### config.mk
export PLATFORM = sky130hd
export DESIGN_NAME = mem_access_stage_flat
export DESIGN_NICKNAME = d
export VERILOG_FILES = /design/src/rtl/mem_pkg.sv /design/src/rtl/mem_access_stage_if.sv /design/src/rtl/lane_align.sv /design/src/rtl/mem_access_stage.sv /design/src/flat_wrapper.sv
export SDC_FILE = /design/constraint.sdc
export NUM_CORES = 1
export LEC_CHECK = 0
export BUFFER_PORTS_ARGS = -buffer_cell sky130_fd_sc_hd__buf_4
export CAP_MARGIN = 0
export CORE_ASPECT_RATIO = 2
export CORE_MARGIN = 8
export CORE_UTILIZATION = 35
export DETAILED_ROUTE_END_ITERATION = 8
export HOLD_SLACK_MARGIN = 0.15
export PLACE_DENSITY = 0.66
export SYNTH_ARGS = -nofsm -noshare
export SYNTH_HDL_FRONTEND = slang
export SYNTH_HIERARCHICAL = 1
export SYNTH_SLANG_ARGS = --single-unit
### constraint.sdc
create_clock -name clk -period 6.7 [get_ports clk]
set_clock_uncertainty 0.2 [all_clocks]
set_input_delay 0.67 -clock clk [delete_from_list [all_inputs] [get_ports clk]]
set_output_delay 0.67 -clock clk [all_outputs]
set_load 0.005 [all_outputs]
### src/rtl/mem_pkg.sv
// Shared types and constants for the memory-access pipeline stage.
// The control-field bit indices follow the one-hot encodings produced by Execute.
package mem_pkg;

  localparam int DW = 32;

  typedef enum logic [0:0] {
    IDLE = 1'b0,
    WAIT = 1'b1
  } mem_state_t;

  localparam int LD_LB  = 0;
  localparam int LD_LH  = 1;
  localparam int LD_LW  = 2;
  localparam int LD_LBU = 3;
  localparam int LD_LHU = 4;

  localparam int ST_SB = 0;
  localparam int ST_SH = 1;
  localparam int ST_SW = 2;

  typedef struct packed {
    logic          memread;
    logic          memwrite;
    logic          regwrite;
    logic [4:0]    rd;
    logic [DW-1:0] alures;
    logic [DW-1:0] rs2;
    logic [4:0]    ld;
    logic [2:0]    st;
  } exmem_t;

  function automatic logic is_misaligned(input logic [4:0] ld, input logic [2:0] st,
                                         input logic [1:0] a);
    return ((ld[LD_LH] | ld[LD_LHU]) & a[0]) |
           (ld[LD_LW] & (a != 2'b00)) |
           (st[ST_SH] & a[0]) |
           (st[ST_SW] & (a != 2'b00));
  endfunction

endpackage

### src/rtl/mem_access_stage_if.sv
// Request/acknowledge data-memory port between the MEM stage and RAM/MMIO.
interface mem_access_stage_if #(
  parameter int XLEN = 32
);
  logic            req;
  logic            we;
  logic [XLEN-1:0] addr;
  logic [XLEN-1:0] wdata;
  logic [3:0]      be;
  logic [XLEN-1:0] rdata;
  logic            ack;

  modport master (output req, we, addr, wdata, be, input rdata, ack);
  modport slave  (input req, we, addr, wdata, be, output rdata, ack);
endinterface

### src/rtl/lane_align.sv
// Byte-lane steering: store byte enables / replicated write data, and
// load lane extraction with sign or zero extension.
module lane_align
  import mem_pkg::*;
(
  input  logic [1:0]    i_a_lo,
  input  logic          i_memread,
  input  logic          i_memwrite,
  input  logic [4:0]    i_loadcntrl,
  input  logic [2:0]    i_storecntrl,
  input  logic [DW-1:0] i_rs2,
  input  logic [DW-1:0] i_rdata,
  output logic [3:0]    o_be,
  output logic [DW-1:0] o_wdata,
  output logic [DW-1:0] o_load_val
);

  logic [7:0]  w_byte;
  logic [15:0] w_half;

  // Store lane enables and replicated write data; loads always read the full word.
  always_comb begin
    o_be    = 4'b0000;
    o_wdata = i_rs2;
    if (i_memread) begin
      o_be = 4'hF;
    end else if (i_memwrite & i_storecntrl[ST_SB]) begin
      o_be    = 4'b0001 << i_a_lo;
      o_wdata = {(DW/8){i_rs2[7:0]}};
    end else if (i_memwrite & i_storecntrl[ST_SH]) begin
      o_be    = i_a_lo[1] ? 4'b1100 : 4'b0011;
      o_wdata = {(DW/16){i_rs2[15:0]}};
    end else if (i_memwrite & i_storecntrl[ST_SW]) begin
      o_be    = 4'hF;
      o_wdata = i_rs2;
    end else begin
      o_be    = 4'b0000;
      o_wdata = i_rs2;
    end
  end

  // Load lane selection and extension.
  always_comb begin
    case (i_a_lo)
      2'd0:    w_byte = i_rdata[7:0];
      2'd1:    w_byte = i_rdata[15:8];
      2'd2:    w_byte = i_rdata[23:16];
      2'd3:    w_byte = i_rdata[31:24];
      default: w_byte = i_rdata[7:0];
    endcase
    w_half = i_a_lo[1] ? i_rdata[31:16] : i_rdata[15:0];
    if (i_loadcntrl[LD_LB]) begin
      o_load_val = {{(DW-8){w_byte[7]}}, w_byte};
    end else if (i_loadcntrl[LD_LBU]) begin
      o_load_val = {{(DW-8){1'b0}}, w_byte};
    end else if (i_loadcntrl[LD_LH]) begin
      o_load_val = {{(DW-16){w_half[15]}}, w_half};
    end else if (i_loadcntrl[LD_LHU]) begin
      o_load_val = {{(DW-16){1'b0}}, w_half};
    end else begin
      o_load_val = i_rdata;
    end
  end

endmodule

### src/rtl/mem_access_stage.sv
// Pipeline MEM stage: issues loads/stores on a req/ack port, stalls the front
// of the pipe while a transaction is outstanding, and builds the MEM/WB set.
module mem_access_stage
  import mem_pkg::*;
#(
  parameter int TIMEOUT_CYC = 64,
  parameter int XLEN        = 32
) (
  input  logic            clk,
  input  logic            rst_n,
  input  logic            i_dbg,
  input  logic            i_ex_mem_memread,
  input  logic            i_ex_mem_memwrite,
  input  logic            i_ex_mem_regwrite,
  input  logic [4:0]      i_ex_mem_rd,
  input  logic [XLEN-1:0] i_ex_mem_alures,
  input  logic [XLEN-1:0] i_ex_mem_dout_rs2,
  input  logic [4:0]      i_ex_mem_loadcntrl,
  input  logic [2:0]      i_ex_mem_storecntrl,
  mem_access_stage_if.master bus,
  output logic            o_mem_hold,
  output logic [4:0]      o_mem_wb_rd,
  output logic            o_mem_wb_regwrite,
  output logic            o_mem_wb_memread,
  output logic [XLEN-1:0] o_wb_res,
  output logic            o_misalign_err,
  output logic            o_bus_err
);

  localparam int             CW     = $clog2(TIMEOUT_CYC + 1);
  localparam logic [CW-1:0]  C_LAST = CW'(TIMEOUT_CYC - 1);
  localparam logic [CW-1:0]  C_ONE  = CW'(1);

  mem_state_t      r_state;
  logic [CW-1:0]   r_cnt;
  exmem_t          r_snap;
  exmem_t          w_in;
  exmem_t          w_cur;
  logic            w_access, w_misalign, w_start, w_misfire;
  logic            w_done, w_timeout, w_hold, w_req;
  logic [3:0]      w_be;
  logic [DW-1:0]   w_wdata, w_load_val;
  logic [4:0]      r_rd;
  logic            r_regwrite, r_memread, r_misalign_err, r_bus_err;
  logic [XLEN-1:0] r_wb_res;

  assign w_in = {i_ex_mem_memread, i_ex_mem_memwrite, i_ex_mem_regwrite, i_ex_mem_rd,
                 i_ex_mem_alures, i_ex_mem_dout_rs2, i_ex_mem_loadcntrl, i_ex_mem_storecntrl};

  // In WAIT the bus is driven from the captured request so it stays stable.
  always_comb begin
    if (r_state == WAIT) begin
      w_cur = r_snap;
    end else begin
      w_cur = w_in;
    end
  end

  // Control decode; gated by rst_n so req/hold fall the instant reset asserts.
  always_comb begin
    w_access   = w_cur.memread | w_cur.memwrite;
    w_misalign = is_misaligned(w_cur.ld, w_cur.st, w_cur.alures[1:0]);
    w_start    = 1'b0;
    w_misfire  = 1'b0;
    w_done     = 1'b0;
    w_timeout  = 1'b0;
    w_hold     = 1'b0;
    w_req      = 1'b0;
    if (!rst_n) begin
      w_req  = 1'b0;
      w_hold = 1'b0;
    end else if (r_state == IDLE) begin
      w_start   = w_access & ~w_misalign & ~i_dbg;
      w_misfire = w_access & w_misalign & ~i_dbg;
      w_req     = w_start;
      w_done    = w_start & bus.ack;
      w_hold    = w_start & ~bus.ack;
    end else begin
      w_req     = 1'b1;
      w_done    = ~i_dbg & bus.ack;
      w_timeout = ~i_dbg & ~bus.ack & (r_cnt == C_LAST);
      w_hold    = ~(w_done | w_timeout);
    end
  end

  lane_align u_lane (
    .i_a_lo       (w_cur.alures[1:0]),
    .i_memread    (w_cur.memread),
    .i_memwrite   (w_cur.memwrite),
    .i_loadcntrl  (w_cur.ld),
    .i_storecntrl (w_cur.st),
    .i_rs2        (w_cur.rs2),
    .i_rdata      (bus.rdata),
    .o_be         (w_be),
    .o_wdata      (w_wdata),
    .o_load_val   (w_load_val)
  );

  // Data-memory port drive.
  always_comb begin
    bus.req    = w_req;
    bus.we     = w_cur.memwrite;
    bus.addr   = {w_cur.alures[DW-1:2], 2'b00};
    bus.be     = w_be;
    bus.wdata  = w_wdata;
    o_mem_hold = w_hold;
  end

  // FSM and outstanding-cycle counter; the counter includes the issue cycle.
  always_ff @(posedge clk or negedge rst_n) begin
    if (!rst_n) begin
      r_state <= IDLE;
      r_cnt   <= '0;
    end else if (!i_dbg) begin
      if (r_state == IDLE) begin
        if (w_hold) begin
          r_state <= WAIT;
          r_cnt   <= C_ONE;
        end else begin
          r_state <= IDLE;
          r_cnt   <= '0;
        end
      end else if (w_done | w_timeout) begin
        r_state <= IDLE;
        r_cnt   <= '0;
      end else begin
        r_cnt <= r_cnt + C_ONE;
      end
    end
  end

  // Capture the EX/MEM set while idle so WAIT can replay it.
  always_ff @(posedge clk or negedge rst_n) begin
    if (!rst_n) begin
      r_snap <= '0;
    end else if (r_state == IDLE) begin
      r_snap <= w_in;
    end
  end

  // MEM/WB register set and error pulses; frozen while dbg is high.
  always_ff @(posedge clk or negedge rst_n) begin
    if (!rst_n) begin
      r_rd           <= 5'd0;
      r_regwrite     <= 1'b0;
      r_memread      <= 1'b0;
      r_wb_res       <= '0;
      r_misalign_err <= 1'b0;
      r_bus_err      <= 1'b0;
    end else if (!i_dbg) begin
      r_misalign_err <= w_misfire;
      r_bus_err      <= w_timeout;
      if (w_hold) begin
        r_rd       <= 5'd0;
        r_regwrite <= 1'b0;
        r_memread  <= 1'b0;
      end else if (w_done) begin
        r_rd       <= w_cur.rd;
        r_regwrite <= w_cur.regwrite & ~w_cur.memwrite;
        r_memread  <= w_cur.memread;
        r_wb_res   <= w_cur.memread ? w_load_val : w_cur.alures;
      end else if (w_timeout | w_misfire) begin
        r_rd       <= w_cur.rd;
        r_regwrite <= 1'b0;
        r_memread  <= 1'b0;
        r_wb_res   <= w_cur.alures;
      end else begin
        r_rd       <= w_cur.rd;
        r_regwrite <= w_cur.regwrite;
        r_memread  <= 1'b0;
        r_wb_res   <= w_cur.alures;
      end
    end
  end

  assign o_mem_wb_rd       = r_rd;
  assign o_mem_wb_regwrite = r_regwrite;
  assign o_mem_wb_memread  = r_memread;
  assign o_wb_res          = r_wb_res;
  assign o_misalign_err    = r_misalign_err;
  assign o_bus_err         = r_bus_err;

endmodule

### src/flat_wrapper.sv
// flat-port wrapper written by rule: the top's interface ports become plain ports
module mem_access_stage_flat import mem_pkg::*;
#(
  parameter int TIMEOUT_CYC = 64,
  parameter int XLEN        = 32
)
  (clk, rst_n, i_dbg, i_ex_mem_memread, i_ex_mem_memwrite, i_ex_mem_regwrite, i_ex_mem_rd, i_ex_mem_alures, i_ex_mem_dout_rs2, i_ex_mem_loadcntrl, i_ex_mem_storecntrl, o_mem_hold, o_mem_wb_rd, o_mem_wb_regwrite, o_mem_wb_memread, o_wb_res, o_misalign_err, o_bus_err, bus_req, bus_we, bus_addr, bus_wdata, bus_be, bus_rdata, bus_ack);
  mem_access_stage_if #(.XLEN(XLEN)) bus_i ();
  input  logic clk;
  input  logic rst_n;
  input  logic i_dbg;
  input  logic i_ex_mem_memread;
  input  logic i_ex_mem_memwrite;
  input  logic i_ex_mem_regwrite;
  input  logic [4:0] i_ex_mem_rd;
  input  logic [XLEN-1:0] i_ex_mem_alures;
  input  logic [XLEN-1:0] i_ex_mem_dout_rs2;
  input  logic [4:0] i_ex_mem_loadcntrl;
  input  logic [2:0] i_ex_mem_storecntrl;
  output logic o_mem_hold;
  output logic [4:0] o_mem_wb_rd;
  output logic o_mem_wb_regwrite;
  output logic o_mem_wb_memread;
  output logic [XLEN-1:0] o_wb_res;
  output logic o_misalign_err;
  output logic o_bus_err;
  output wire logic [$bits(bus_i.req)-1:0] bus_req;
  output wire logic [$bits(bus_i.we)-1:0] bus_we;
  output wire logic [$bits(bus_i.addr)-1:0] bus_addr;
  output wire logic [$bits(bus_i.wdata)-1:0] bus_wdata;
  output wire logic [$bits(bus_i.be)-1:0] bus_be;
  input wire logic [$bits(bus_i.rdata)-1:0] bus_rdata;
  input wire logic [$bits(bus_i.ack)-1:0] bus_ack;
  assign bus_req = bus_i.req;
  assign bus_we = bus_i.we;
  assign bus_addr = bus_i.addr;
  assign bus_wdata = bus_i.wdata;
  assign bus_be = bus_i.be;
  assign bus_i.rdata = bus_rdata;
  assign bus_i.ack = bus_ack;
  mem_access_stage #(.TIMEOUT_CYC(TIMEOUT_CYC), .XLEN(XLEN)) u_core (.clk(clk), .rst_n(rst_n), .i_dbg(i_dbg), .i_ex_mem_memread(i_ex_mem_memread), .i_ex_mem_memwrite(i_ex_mem_memwrite), .i_ex_mem_regwrite(i_ex_mem_regwrite), .i_ex_mem_rd(i_ex_mem_rd), .i_ex_mem_alures(i_ex_mem_alures), .i_ex_mem_dout_rs2(i_ex_mem_dout_rs2), .i_ex_mem_loadcntrl(i_ex_mem_loadcntrl), .i_ex_mem_storecntrl(i_ex_mem_storecntrl), .bus(bus_i), .o_mem_hold(o_mem_hold), .o_mem_wb_rd(o_mem_wb_rd), .o_mem_wb_regwrite(o_mem_wb_regwrite), .o_mem_wb_memread(o_mem_wb_memread), .o_wb_res(o_wb_res), .o_misalign_err(o_misalign_err), .o_bus_err(o_bus_err));
endmodule
==> reports/qor.csv, run 1 <==
metric;value;unit
fp.dieH;221;µm
slowest_stage;dfrtp_4;
fmax;0.233;GHz
antenna_found_initial;0;
path_class;flip-flop to primary output;
final_nets;961;
ys_warn_count;6;
dpl_worst_slack;2.87;ns
synth_top_area_cell;dfrtp_1;
drive_gt1_share;49.2;%
grt_usage;17.5;%
synthAdderAreaFrac;0.171;%
setup_ws;2.40;ns
gr-total-overflow;0;
hp-class;flip-flop to flip-flop;
fin_crit_sh;64.1;%
synth-edff-count;0;
num_vias;6055;
htreeDepth;4;
crit_arrival;3.43;ns
rows;75;
synthSimpleGateAreaFrac;9.87;%
synth-xor-area-share;0.478;%
start_util;35.3;%
ys_async_sr_fraction;100;%
synth_top_area_share;44.0;%
critPathRequiredTime;5.83;ns
ir_worst_vdd;192;µV
multi_input_area;3420;µm²
antennaDiodeCount;0;
wl_per_cell;20.3;µm
finalMaxSlewViolations;0;
drt-pass1-iter-count;5;
syn_inst;675;
synth.top_cells.by_area;dfrtp_1 (44%), mux2_2 (17%), o221ai_2 (5.9%);
drtIter0Drc;378;
clock_path_buffers;2;
synth_top_family_by_area;compound AO/OA/AOI/OAI gates;
cpPeakStageDelay;0.72;ns
power.internal;2.10;mW
maxSlewHeadroom;27.4;%
rsz0062_at_grt;no;
grt_pass1_wl;36300;µm
port_buffers;225;
worst_setup_path_end_kind;primary output;
ys_ff_latch;129;
first_global_vias;6404;
ys.flop_type;dfrtp_1;
hpwl;16500;µm
syn_area_per_cell;10.9;µm²
outcome;complete, no violations;
drv_cap;0;
worstPathMaxFanout;60;
clk_pin_slew;0.06;ns
swShare;33.6;%
p_seq_share;33.3;%
netlist_area;7330;µm²
path_cells;buf_4 > mux2_2 > nor2b_1 > a22oi_1 > o2bb2ai_1 > buf_4;
pwr-share-comb;37.2;%
coreArea;20700;µm²
clkLatencyLatePin;0.42;ns
root_buffer;clkbuf_16;
synth.distinct_cells;65;
fillers;1911;
grt_max_degree;77;
place_congestion;0.873;
ant_nets;0;
routed_via_density;5.38;
setup_viol;0;
die_area;26100;µm²
cts_setup_buffers;0;
seq_area_frac_synth;44.0;%
power_density;334;nW/µm²
tns;0;ns
cts_sinks;129;
cp_common_cell;buf_4;
regArea;3230;µm²
pin_count;228;
cts_buffers;17;
critical_path.startpoint_type;flip-flop;
period_needed;4.30;ns
die_w;118;µm
syn2layout_area_growth;29.3;%
routed_wl;22900;µm
power.leakage;4.30;nW
synth.mux.area_fraction;17.6;%
p_switching;1.06;mW
cts_tree;done;
p_clk_share;29.4;%
worstMarginPinSlew;1.08;ns
synth_compound_area_share;18.3;%
drc;0;
hold_viol_final;0;
[Yosys cell counts (all sizes together) (2+ instances only)]
library cell	instances
nor3	2
o2bb2ai	6
o221ai	32
nor2b	9
o31ai	2
nand4b	2
a22o	5
a21oi	3
and2	2
buf	66
o22ai	7
a21bo	2
inv	35
o211ai	34
a22oi	7
mux2i	2
a31oi	11
a311oi	2
o21ai	25
or2	3
nor3b	3
nor4	2
o22a	2
nor2	21
o21a	3
mux2	112
nand3	39
clkbuf	21
dfrtp	129
nand2	62
xor2	3
[cell type report]
cell class                      instances  share of cell area [%]
Multi-Input combinational cell        425                    36.1
Sequential cell                       129                    34.1
Timing Repair Buffer                  236                    18.8
Clock buffer                           17                    4.49
Tap cell                              269                    3.55
Clock inverter                         15                    1.68
Inverter                               35                    1.39
[stage by stage]
stage               std cells  power [mW]  hold WS (ns)  area [µm²]  util (%)
floorplan                 676        1.78         0.174        7330         -
global placement         1093        2.23         0.274        8890      42.9
detailed placement       1093        2.24         0.282        8890      42.9
CTS                      1126        3.19         0.280        9480      45.7
global route             1126        3.34         0.283        9480      45.7
finish                   1126        3.16         0.294        9480      45.7
[cells by family after synthesis]
group | count (synthesis)
other cells | 1
mux | 114
simple gates | 153
buf+inv | 122
xor+xnor | 4
fa+ha+maj | 1
compound gates | 151
flops | 129
[worst max-delay path, delay by kind of cell, from the launching register on]
| kind | cells | cell delay (ns) |
|---|---|---|
| buffers and inverters | 2 | 0.83 |
| DFF | 1 | 0.72 |
| muxes | 1 | 0.56 |
| and+or+nand+nor | 1 | 0.49 |
| AOI/OAI and AO/OA | 2 | 0.35 |
[power by group through the flow]
stage / Clock, mW / Sequential [mW] / Combinational (mW)
after floorplan: 0 / 1.04 / 0.744
after global placement: 0 / 1.06 / 1.17
after detailed placement: 0 / 1.06 / 1.18
after CTS: 0.945 / 1.05 / 1.19
after global routing: 0.984 / 1.08 / 1.28
final: 0.931 / 1.05 / 1.18
[metal layers]
metal	wire [µm]	GRT usage, %	up-vias	part of all wire (%)
li1	-	-	2754	-
met1	10400	23.3	2998	46
met2	10100	25.6	283	44
met3	2090	6.06	20	9.1
met4	289	6.06	0	1.3
met5	0	0	-	0
[timing repair]
item / CTS / global route
setup endpoints to repair: 0 / 0
hold buffers: 1 / 0
resized for setup: 0 / 0
hold endpoints to repair: 53 / 0
[worst paths after layout]
check	startpoint	to	slack (ns)	cells after the start
max	u_core/r_state	bus_wdata[26]	2.40	6
min	u_core/r_snap[72]	u_core/r_snap[72]	0.29	1
max reg2reg	u_core/r_state	u_core/o_wb_res[11]	2.96	7
min reg2reg	u_core/r_snap[72]	u_core/r_snap[72]	0.29	1
max in group asynchronous	rst_n	u_core/r_state	4.14	3
min in group asynchronous	rst_n	u_core/r_snap[10]	0.61	2
[cells in the final DEF, fill, tap and decap left out, types with 2 or more instances in the layout]
| master | netlist | routed |
|---|---|---|
| a21bo_2 | 2 | 2 |
| a21oi_1 | 3 | 3 |
| a22o_1 | 5 | 5 |
| a22oi_1 | 7 | 7 |
| a31oi_1 | 10 | 10 |
| buf_4 | 42 | 234 |
| bufinv_16 | 0 | 2 |
| clkbuf_16 | 0 | 17 |
| clkinv_2 | 0 | 3 |
| clkinv_4 | 0 | 4 |
| clkinvlp_4 | 0 | 3 |
| conb_1 | 1 | 2 |
| dfrtp_1 | 129 | 128 |
| inv_1 | 34 | 34 |
| inv_6 | 0 | 3 |
| mux2_2 | 109 | 109 |
| mux2_4 | 3 | 3 |
| mux2i_1 | 2 | 2 |
| nand2_1 | 62 | 62 |
| nand3_1 | 39 | 39 |
| nand4b_1 | 2 | 2 |
| nor2_1 | 21 | 21 |
| nor2b_1 | 9 | 9 |
| nor3_1 | 2 | 2 |
| nor3b_1 | 3 | 3 |
| o211ai_1 | 34 | 34 |
| o21a_1 | 2 | 2 |
| o21ai_0 | 21 | 21 |
| o21ai_1 | 3 | 3 |
| o221ai_1 | 3 | 3 |
| o221ai_2 | 29 | 29 |
| o22a_1 | 2 | 2 |
| o22ai_1 | 7 | 7 |
| o2bb2ai_1 | 6 | 6 |
| o31ai_1 | 2 | 2 |
| or2_2 | 2 | 2 |
| xor2_1 | 3 | 3 |
[registers in the layout (all words and copies together), names as in the netlist]
signal	count
u_core/o_wb_res	32
u_core/o_mem_wb_regwrite	1
u_core/o_bus_err	1
u_core/o_mem_wb_rd	5
u_core/r_snap	80
u_core/o_mem_wb_memread	1
u_core/o_misalign_err	1
u_core/r_cnt	7
u_core/r_state	1
Note: power is estimated with default switching activity, not from simulation.
==> run 2: changes to the inputs <==
==> constraint.sdc (replaced) <==
create_clock -name clk -period 4.2 [get_ports clk]
set_clock_uncertainty 0.2 [all_clocks]
set_input_delay 0.42 -clock clk [delete_from_list [all_inputs] [get_ports clk]]
set_output_delay 0.42 -clock clk [all_outputs]
set_load 0.005 [all_outputs]
==> run 2 against run 1 <==
Critical path type unchanged. Critical endpoint is now bus_wdata[8]. Largest cell class unchanged. Worst setup slack worse by 1.6 ns. Critical path depth is 1 lower. Total power rose by 67%. Non-clock buffer count grew 75. Count of clock-buffer cells in the layout unchanged.
==> reports/qor.csv, run 2 (same netlist as run 1, synthesis figures left out) <==
metric;value;unit;change
drive_gt1_share;45.4;%;was 49.2%
die_w;118;µm;unchanged
rsz0062_at_grt;no;;unchanged
fin_crit_sh;81.9;%;
hp-class;input pin to flip-flop;;was flip-flop to flip-flop
cpPeakStageDelay;0.75;ns;was 0.72 ns
tns;0;ns;unchanged
clk_pin_slew;0.06;ns;about the same
rows;75;;unchanged
finalMaxSlewViolations;0;;unchanged
hold_viol_final;0;;unchanged
ant_nets;0;;unchanged
setup_viol;0;;unchanged
drtIter0Drc;383;;was 378
first_global_vias;6652;;was 6404
slowest_stage;dfrtp_4;;unchanged
hpwl;16400;µm;was 16500 µm
grt_pass1_wl;36800;µm;was 36300 µm
rr_worst_depth;6;;was 7
antennaDiodeCount;0;;unchanged
maxSlewHeadroom;35.9;%;was 27.4%
pwr-share-comb;36.5;%;was 37.2%
grt_max_degree;76;;was 77
place_congestion;0.852;;was 0.873
cts_sinks;129;;unchanged
routed_wl;22800;µm;was 22900 µm
top_register;u_core/r_snap;;unchanged
grt_usage;17.5;%;about the same
outcome;complete, no violations;;unchanged
port_buffers;225;;unchanged
routed_via_density;5.26;;was 5.38
coreArea;20700;µm²;unchanged
cp_common_cell;mux2_2;;was buf_4
period_needed;3.44;ns;
die_area;26100;µm²;unchanged
power.internal;3.58;mW;was 2.10 mW
crit_arrival;2.82;ns;was 3.43 ns
largest_reg_flops;80;;unchanged
path_cells;mux2_2 > nor2b_1 > nand2_1 > mux2_2 > buf_4;;was buf_4 > mux2_2 > nor2b_1 > a22oi_1 > o2bb2ai_1 > buf_4
critical_path.startpoint_type;flip-flop;;unchanged
root_buffer;clkbuf_16;;unchanged
fmax;0.291;GHz;
start_util;35.3;%;unchanged
critical_path.top_delay_family;multiplexers;;was buffers and inverters
wl_per_cell;19.0;µm;was 20.3 µm
gr-total-overflow;0;;unchanged
cts_tree;done;;unchanged
clkLatencyLatePin;0.41;ns;was 0.42 ns
instances_no_fill;1200;;was 1126
swShare;32.2;%;was 33.6%
path_depth;5;;was 6
antenna_found_initial;0;;unchanged
worst-path-buf-inv;1;;was 2
clock_path_buffers;2;;unchanged
worstMarginPinSlew;0.962;ns;was 1.08 ns
syn2layout_area_growth;40.5;%;was 29.3%
pin_count;228;;unchanged
cts_buffers;17;;unchanged
power;5.28;mW;was 3.16 mW
final_nets;1036;;was 961
cts_setup_buffers;0;;unchanged
drc;0;;unchanged
worstPathMaxFanout;39;;was 60
drv_cap;0;;unchanged
critPathRequiredTime;3.58;ns;was 5.83 ns
final_common_cell;buf_4;;unchanged
num_vias;6315;;was 6055
htreeDepth;4;;unchanged
fillers;1842;;was 1911
power_density;513;nW/µm²;was 334 nW/µm²
p_clk_share;31.5;%;was 29.4%
ir_worst_vdd;327;µV;was 192 µV
drt-pass1-iter-count;5;;unchanged
p_seq_share;32.1;%;was 33.3%
fp.dieH;221;µm;unchanged
worst_setup_path_end_kind;primary output;;unchanged
final_cell_mix;buf_4 (236), dfrtp_1 (128), mux2_2 (109), dlygate4sd3_1 (74), nand2_1 (62);;was buf_4 (234), dfrtp_1 (128), mux2_2 (109), nand2_1 (62), nand3_1 (39)
dp_cells;1095;;was 1093
path_class;flip-flop to primary output;;unchanged
whs_path_depth;2;;was 1
holdWs;0.179;ns;was 0.294 ns
p_switching;1.70;mW;was 1.06 mW
power.leakage;4.66;nW;was 4.30 nW
==> run 2: cell types whose count changed in the layout (fill, tap and decap cells not counted), sizes merged <==
cell	before	now
buf	235	237
bufinv	2	5
clkinv	7	5
clkinvlp	3	0
dlygate4sd3	1	74
inv	38	39
==> run 2: area by class of cell <==
type	count	area, µm²	area share (%)
Multi-Input combinational cell	425	3420	33.2
Clock inverter	14	230	2.24
Inverter	35	131	1.28
Sequential cell	129	3230	31.4
Tap cell	269	337	3.27
Timing Repair Buffer	311	2520	24.5
Clock buffer	17	425	4.13
==> run 2: worst reg2reg max path: stages, from the launching register on <==
cell      delay (ns)
dfrtp_4         0.75
buf_4           0.46
nand4b_1        0.16
o21ai_0         0.29
nand2_1         0.42
o21a_4          0.44
o221ai_1        0.26
==> run 2: power by group through the flow <==
stage	sequential, mW	clock, mW	combinational [mW]
3_5_place_dp	1.71	0	1.87
3_3_place_gp	1.71	0	1.84
6_report	1.69	1.66	1.93
4_1_cts	1.69	1.69	1.94
5_1_grt	1.72	1.75	2.11
2_1_floorplan	1.65	0	1.19
==> run 2: stage by stage <==
stage          utilization [%]  worst slack [ns]  area (µm²)
6_report                  49.7             0.762       10300
2_1_floorplan                -             0.786        7330
4_1_cts                   49.7             0.746       10300
3_5_place_dp              42.9              1.13        8900
3_3_place_gp              42.9              1.21        8900
5_1_grt                   49.7             0.613       10300
==> run 2: timing repair <==
action / CTS / global route
gates resized for setup: 0 / 0
hold buffers: 74 / 0
hold endpoints to repair: 129 / 0
==> run 2: path summary, 6_finish.rpt <==
| check | end | from | slack (ns) |
|---|---|---|---|
| min reg2reg | u_core/o_mem_wb_memread | u_core/o_mem_wb_memread | 0.28 |
| max reg2reg | u_core/o_wb_res[0] | u_core/r_state | 1.13 |
| min in group asynchronous | u_core/o_bus_err | rst_n | 0.34 |
| min | u_core/r_snap[3] | i_ex_mem_loadcntrl[0] | 0.18 |
| max in group asynchronous | u_core/r_state | rst_n | 2.05 |
| max | bus_wdata[8] | u_core/r_state | 0.76 |
==> run 2: per-layer routing <==
metal | GRT usage (%) | share of wire (%) | vias up
li1 | - | - | 2923
met1 | 22.9 | 44 | 3065
met2 | 26.3 | 45 | 302
met3 | 6.13 | 9.6 | 25
met4 | 5.67 | 1.5 | 0
met5 | 0 | 0 | -
==> run 3: changes to the inputs <==
==> constraint.sdc (replaced) <==
create_clock -name clk -period 3.4 [get_ports clk]
set_clock_uncertainty 0.2 [all_clocks]
set_input_delay 0.34 -clock clk [delete_from_list [all_inputs] [get_ports clk]]
set_output_delay 0.34 -clock clk [all_outputs]
set_load 0.005 [all_outputs]
==> run 3 against run 2 <==
Utilization grew 0.42 points. Critical path type unchanged. Sequential power grew 22%. Worst setup slack lost 0.60 ns. Routed wire length grew 4.7%. Non-clock buffer count grew 16. Count of clock-buffer cells in the layout grew 1. Largest power group unchanged. Register-to-register slack lost 0.46 ns. Largest cell class unchanged. Global-route usage grew 0.78 points.
==> reports/qor.csv, run 3 (same netlist as run 1, synthesis figures left out) <==
metric;value;unit;change
outcome;complete, no violations;;unchanged
pin_count;228;;unchanged
fp.dieH;221;µm;unchanged
fmax;0.309;GHz;
drc;0;;unchanged
power.leakage;4.69;nW;was 4.66 nW
clkLatencyLatePin;0.41;ns;about the same
instances_no_fill;1217;;was 1200
antenna_found_initial;0;;unchanged
crit_arrival;2.70;ns;was 2.82 ns
first_global_vias;6841;;was 6652
cts_tree;done;;unchanged
coreArea;20700;µm²;unchanged
routed_via_density;5.31;;was 5.26
final_common_cell;buf_4;;unchanged
ff2ff_setup_slack;0.67;ns;was 1.13 ns
grt_usage;18.2;%;was 17.5%
drtIter0Drc;433;;was 383
maxSlewHeadroom;36.6;%;was 35.9%
final_cell_mix;buf_4 (239), dfrtp_1 (128), mux2_2 (109), dlygate4sd3_1 (86), nand2_1 (62);;was buf_4 (236), dfrtp_1 (128), mux2_2 (109), dlygate4sd3_1 (74), nand2_1 (62)
syn2layout_area_growth;41.7;%;was 40.5%
multi_input_area;3420;µm²;unchanged
ant_nets;0;;unchanged
dp_cells;1098;;was 1095
port_buffers;225;;unchanged
r2r-start;u_core/r_state;;unchanged
drv_cap;0;;unchanged
clock_path_buffers;2;;unchanged
critPathCapture;bus_wdata[12];;was bus_wdata[8]
cts_sinks;129;;unchanged
grt_pass1_wl;38300;µm;was 36800 µm
power_density;612;nW/µm²;was 513 nW/µm²
hp-class;input pin to flip-flop;;unchanged
gr-total-overflow;0;;unchanged
critical_path.startpoint_type;flip-flop;;unchanged
path_class;flip-flop to primary output;;unchanged
antennaDiodeCount;0;;unchanged
top_register;u_core/r_snap;;unchanged
fin_crit_sh;95.2;%;
cts_resized;0;;unchanged
r2r-end;u_core/o_wb_res[15];;was u_core/o_wb_res[0]
startpoint;u_core/r_state;;unchanged
top_layer_used;met4;;unchanged
regArea;3230;µm²;unchanged
die_area;26100;µm²;unchanged
rsz0062_at_grt;no;;unchanged
routed_wl;23900;µm;was 22800 µm
grt_max_degree;74;;was 76
clk_pin_slew;0.06;ns;about the same
drt-pass1-iter-count;5;;unchanged
wl_per_cell;19.6;µm;was 19.0 µm
place_congestion;0.890;;was 0.852
wl_met1;10300;µm;was 10100 µm
worstPathMaxFanout;22;;was 39
setup_viol;0;;unchanged
drive_gt1_share;45.0;%;was 45.4%
rows;75;;unchanged
die_w;118;µm;unchanged
period_needed;3.24;ns;
met2WireLength;10900;µm;was 10200 µm
hpwl;16800;µm;was 16400 µm
num_vias;6466;;was 6315
largest_reg_flops;80;;unchanged
tns;0;ns;unchanged
rr_worst_depth;6;;unchanged
hold_viol_final;0;;unchanged
start_util;35.3;%;unchanged
fillers;1822;;was 1842
root_buffer;clkbuf_16;;unchanged
worst_setup_path_end_kind;primary output;;unchanged
ir_worst_vdd;410;µV;was 327 µV
worstMarginPinSlew;0.952;ns;was 0.962 ns
wl_met3;2320;µm;was 2180 µm
finalMaxSlewViolations;0;;unchanged
cts_buffers;17;;unchanged
final_nets;1052;;was 1036
htreeDepth;4;;unchanged
critPathRequiredTime;2.86;ns;was 3.58 ns
[run 3: final cells by class]
| class | instances | share of cell area (%) |
|---|---|---|
| Inverter | 35 | 1.26 |
| Multi-Input combinational cell | 425 | 32.9 |
| Clock inverter | 14 | 1.51 |
| Tap cell | 269 | 3.24 |
| Sequential cell | 129 | 31.1 |
| Clock buffer | 18 | 4.13 |
| Timing Repair Buffer | 327 | 25.8 |
[run 3: worst min path at each step]
stage / startpoint / end / slack, ns / cells after the start
6_report: bus_rdata[19] / u_core/o_wb_res[19] / 0.17 / 5
4_1_cts: bus_rdata[27] / u_core/o_wb_res[27] / 0.15 / 5
2_1_floorplan: rst_n / u_core/o_bus_err / -0.16 / 0
3_5_place_dp: rst_n / u_core/r_cnt[0] / -0.07 / 1
5_1_grt: bus_rdata[29] / u_core/o_wb_res[29] / 0.19 / 5
3_3_place_gp: rst_n / u_core/r_cnt[0] / -0.07 / 1
[run 3: critical path, cell delays in order (launching register included)]
cell	delay, ns
dfrtp_4	0.60
mux2_2	0.42
nor2b_1	0.35
nand2_1	0.38
mux2_2	0.39
buf_4	0.14
[run 3: stage by stage]
| step | power (mW) | hold slack [ns] | worst slack (ns) | util, % | instance area [µm²] |
|---|---|---|---|---|---|
| after floorplan | 3.51 | -0.156 | 0.0655 | - | 7330 |
| after global placement | 4.40 | -0.0684 | 0.579 | 43.0 | 8920 |
| after detailed placement | 4.44 | -0.0663 | 0.451 | 43.0 | 8920 |
| after CTS | 6.40 | 0.151 | 0.144 | 50.1 | 10400 |
| after global routing | 6.71 | 0.190 | 0.0190 | 50.1 | 10400 |
| final | 6.36 | 0.173 | 0.162 | 50.1 | 10400 |
[run 3: what timing repair did]
action	CTS	global route
hold buffers	86	0
buffers inserted	1	0
hold endpoints to repair	149	0
endpoints found under the setup margin	6	0
[run 3: per-layer routing]
layer	GRT usage, %	vias to the layer above
met1	23.1	3152
li1	-	2953
met2	28.4	329
met5	0	-
met3	6.95	32
met4	5.29	0
[run 3: power breakdown]
part	internal, mW	switching, mW	leakage (nW)	total, mW
logic	1.24	1.21	2.87	2.45
clock network	1.09	0.746	0.279	1.84
registers	1.89	0.176	1.54	2.07
total	4.22	2.13	4.69	6.36
